**src/rtl/count_game_input.sv**
```systemverilog
// rtl/count_game_input.sv - key synchroniser/debouncer and num/cst/dzst control FSM for the count game
module count_game_input #(
  parameter int DB_CYCLES = 16,
  parameter int NUM_INIT  = 5,
  parameter int RUN_MAX   = 0
) (
  input  logic       clk,
  input  logic       rst,
  input  logic       key_inc,
  input  logic       key_dec,
  input  logic       key_start,
  input  logic       key_stop,
  output logic [2:0] num,
  output logic       cst,
  output logic       dzst,
  output logic       done,
  output logic [1:0] state
);

  localparam int CW = $clog2(DB_CYCLES + 1);
  // With RUN_MAX=0 the run counter is a single bit held at zero.
  localparam int RW = (RUN_MAX > 0) ? $clog2(RUN_MAX + 1) : 1;

  typedef enum logic [1:0] {
    IDLE = 2'd0,
    SEL  = 2'd1,
    RUN  = 2'd2
  } state_t;

  logic [3:0]         raw;
  logic [3:0]         sync1;
  logic [3:0]         sync2;
  logic [3:0]         level;
  logic [3:0]         level_d;
  logic [3:0][CW-1:0] db_cnt;
  logic [3:0]         press;

  state_t             state_q;
  state_t             state_n;
  logic [2:0]         num_n;
  logic               timeout;
  logic [RW-1:0]      run_cnt;

  // Bit order: 0 inc, 1 dec, 2 start, 3 stop.
  assign raw = {key_stop, key_start, key_dec, key_inc};

  always_ff @(posedge clk or negedge rst) begin
    if (!rst) begin
      sync1   <= '0;
      sync2   <= '0;
      level   <= '0;
      level_d <= '0;
      db_cnt  <= '0;
    end else begin
      sync1   <= raw;
      sync2   <= sync1;
      level_d <= level;
      for (int i = 0; i < 4; i++) begin
        if (sync2[i] == level[i]) begin
          db_cnt[i] <= '0;
        end else if (db_cnt[i] == CW'(DB_CYCLES - 1)) begin
          db_cnt[i] <= '0;
          level[i]  <= sync2[i];
        end else begin
          db_cnt[i] <= db_cnt[i] + CW'(1);
        end
      end
    end
  end

  assign press = level & ~level_d;

  always_comb begin
    state_n = state_q;
    num_n   = num;
    timeout = 1'b0;
    case (state_q)
      IDLE: begin
        if (press[0] || press[1] || press[2]) state_n = SEL;
      end
      SEL: begin
        if (press[3])                       state_n = IDLE;
        else if (press[2])                  state_n = RUN;
        else if (press[0] && !press[1])     num_n   = num + 3'd1;
        else if (press[1] && !press[0])     num_n   = num - 3'd1;
      end
      RUN: begin
        if (press[3]) begin
          state_n = SEL;
        end else if (RUN_MAX > 0 && run_cnt == RW'(RUN_MAX - 1)) begin
          state_n = SEL;
          timeout = 1'b1;
        end
      end
      default: state_n = IDLE;
    endcase
  end

  // Outputs are registered from the next state so they line up with state.
  always_ff @(posedge clk or negedge rst) begin
    if (!rst) begin
      state_q <= IDLE;
      num     <= 3'(NUM_INIT);
      cst     <= 1'b0;
      dzst    <= 1'b0;
      done    <= 1'b0;
      run_cnt <= '0;
    end else begin
      state_q <= state_n;
      num     <= num_n;
      cst     <= (state_n == RUN);
      dzst    <= (state_n != IDLE);
      done    <= timeout;
      if (RUN_MAX == 0 || state_q != RUN) run_cnt <= '0;
      else                                run_cnt <= run_cnt + RW'(1);
    end
  end

  assign state = state_q;

endmodule

```
**config.mk**
```make
export PLATFORM = sky130hd
export DESIGN_NAME = count_game_input
export DESIGN_NICKNAME = d
export VERILOG_FILES = /design/src/rtl/count_game_input.sv
export SDC_FILE = /design/constraint.sdc
export NUM_CORES = 1
export LEC_CHECK = 0
export ABC_CLOCK_PERIOD_IN_PS = 2730
export CORE_MARGIN = 5
export CORE_UTILIZATION = 60
export CTS_CLUSTER_SIZE = 25
export DETAILED_ROUTE_END_ITERATION = 8
export GPL_TIMING_DRIVEN = 0
export HOLD_SLACK_MARGIN = 0.15
export PLACE_DENSITY = 0.82
export SLEW_MARGIN = 20
export SYNTH_ARGS = -nofsm -noshare
export SYNTH_HDL_FRONTEND = slang
export SYNTH_SLANG_ARGS = --single-unit
```
**constraint.sdc**
```tcl
create_clock -name clk -period 2.73 [get_ports clk]
set_input_delay 0.819 -clock clk [delete_from_list [all_inputs] [get_ports clk]]
set_output_delay 0.819 -clock clk [all_outputs]
set_load 0.01 [all_outputs]
```
==> metrics.yaml <==
run_status: "finished, final reports clean"
cp_slowest_stage_delay_ns: 0.58
irDropWorstVdd_mv: 0.449
worst-path-buf-inv: 1
grt_pass1_wl_mm: 4.44
grtUsageTotal_pct: 14.0
yosysTopAreaCellShare_pct: 59.5
crit_family: "flip-flops"
grt_max_degree: 26
cts_buffers: 5
clock-skew-final_ns: 0.0145
final_area_um2: 1970
power_leakage_nw: 1.05
top_layer_used: "met4"
crit_type: "reg -> out"
grt-ovfl-total: 0
die_h_um: 63.6
crit_path_end_kind: "output port"
chipWidth_um: 63.6
reg2reg_depth: 8
synth_common_cells: "dfrtp_1 (41), nor2_1 (17), xor2_1 (15), nand3_1 (8)"
synth.net_count: 145
syn_inst: 132
syn_area_um2: 1720
cp_slowest_cell: "dfstp_2"
clockRootBuffer: "clkbuf_4"
yosysMostFrequentCell: "dfrtp_1"
whs_ns: 0.359
ys_seq_elements: 43
worstSetupEndpoint: "num[0]"
synth_cell_types: 28
r2r-end: "num[2]"
final-seq-area_um2: 1080
dieArea_um2: 4050
yosys.area.top_type: "dfrtp_1"
post-dp-hpwl_mm: 1.78
dpl_cell_area_um2: 1910
p_per_area_nw_per_um2: 535
synth_top_family_by_area: "simple AND/OR/NAND/NOR gates"
ys_top_cells_by_area: "dfrtp_1 (60%), xor2_1 (7.6%), ha_1 (4.4%)"
maxCapViolCount: 0
core_area_um2: 2760
r2r_start: "level_d[0]"
core.rowCount: 19
antenna_cells: 0
fin_cells: 184
crit_cells: 1
globalplace.congestion: 0.730
dp_cells: 176
grt_pass1_vias: 1009
grt_antenna_before_repair: 0
cts_max_level: 2
wl_met1_mm: 1.04
syn_avg_cell_area_um2: 13.1
cts_sinks: 43
synthArstFlopShare_pct: 100
cp_max_fo: 3
wl_per_cell_um: 12.9
finalMaxSlewViolations: 0
multi_input_area_um2: 616
clockBufferDepth: 2
cp-start-kind: "flop"
hold_path_class: "reg -> reg"
drt_wl_total_mm: 2.37
path_clk_slew_ns: 0.11
area_delta_synth_final_pct: 14.0
synth_xor_area_share_pct: 7.62
cp-startpoint: "num[0]"
crit_arrival_ns: 1.46
fmax_mhz: 439
worstPathCellList: "clkdlybuf4s50_1"
antenna_left: 0
post_cts_buffers: 0
wl_met3_um: 123
r2r_setup_slack_ns: 0.97
layout-drive-gt1-share_pct: 13.7
drt_iter0_markers: 23
synth-seq-area-share_pct: 62.6
port_buffers: 12
clkLatencyLatePin_ns: 0.34
hold_depth: 0
layout.nets: 165
wl_met2_mm: 1.14
first_pass_iters: 4
worstPathRequired_ns: 1.91
hold_buffers: 0
cts_tree: "yes"
fillers: 198
rsz0062_at_grt: "false"
ios: 14
synth_compound_area_share_pct: 2.69
synth_edf_count: 0
finalHoldViolCount: 0
drc: 0
synthSimpleGateAreaFrac_pct: 16.4
start_util_pct: 62.5
synth_flop_cell: "dfrtp_1"
synth_warnings: 0
period_minus_slack_ns: 2.28
p_total_w: 0.00105
viasPerCell: 5.24
synth_mux_area_share_pct: 3.27
setup_viol: 0
synthAdderAreaFrac_pct: 5.52
final.period_utilization_pct: 83.5
num_vias: 964
post_cts_resized: 0
-- worst register-to-register path: cells and delay by family, from the launching register on --
kind,cells,cell delay [ns]
buf+inv,2,0.13
xor+xnor,2,0.34
simple gates,2,0.30
flops,1,0.37
fa+ha+maj,2,0.56
-- cell usage in the layout, fill, tap and decap left out, types with 2 or more instances in the layout --
| master | n |
|---|---|
| dfrtp_1 | 41 |
| nor2_1 | 17 |
| xor2_1 | 15 |
| clkdlybuf4s50_1 | 11 |
| nand3_1 | 8 |
| inv_1 | 6 |
| ha_1 | 6 |
| o21ai_1 | 5 |
| and2_1 | 5 |
| clkbuf_4 | 5 |
| and3_1 | 4 |
| mux2_2 | 4 |
| nand2b_1 | 2 |
| and2b_4 | 2 |
| dfstp_2 | 2 |
-- metal layers --
layer	track usage (%)	up-vias
met5	0	-
met3	5.68	6
met1	16.4	469
li1	-	473
met2	22.0	16
met4	7.53	0
-- per-stage QoR --
step	utilization, %	TNS (ns)	setup slack [ns]
5_1_grt	71.3	0	0.364
3_5_place_dp	69.1	0	0.815
2_1_floorplan	-	0	1.09
6_report	71.3	0	0.450
4_1_cts	71.3	0	0.411
3_3_place_gp	68.3	-4.83	-0.120
-- state kept, by name, indices dropped and copies added, names as in the netlist --
register  cells
cst           1
dzst          1
level_d       4
db_cnt       20
num           3
state         2
sync2         4
level         4
sync1         4
-- final cells by class --
cell class                 count  area share (%)
clock buffer                   7            2.80
clock inverter                 1           0.255
timing repair buffer          13            7.26
tap                           31            1.97
multi-input combinational     82            31.3
inverter                       6            1.15
buffer                         1           0.382
sequential                    43            54.9
-- power by group --
part	internal [W]	switching [W]	total [W]
sequential	0.000659	0.0000162	0.000676
combinational	0.0000315	0.0000338	0.0000653
clock	0.000125	0.000186	0.000312
-- kinds of logic after synthesis --
kind of cell / count (synthesis)
simple gates: 46
fa+ha+maj: 7
buf+inv: 7
mux: 5
xor+xnor: 15
other cells: 1
compound gates: 8
flops: 43
-- worst min path at each step --
stage,to,from,slack (ns)
floorplan,sync2[0],sync1[0],0.33
global placement,sync2[1],sync1[1],0.33
detailed placement,sync2[0],sync1[0],0.34
CTS,sync2[0],sync1[0],0.35
global route,sync2[0],sync1[0],0.36
finish,sync2[0],sync1[0],0.36
Power figures use the tool's default switching activity.
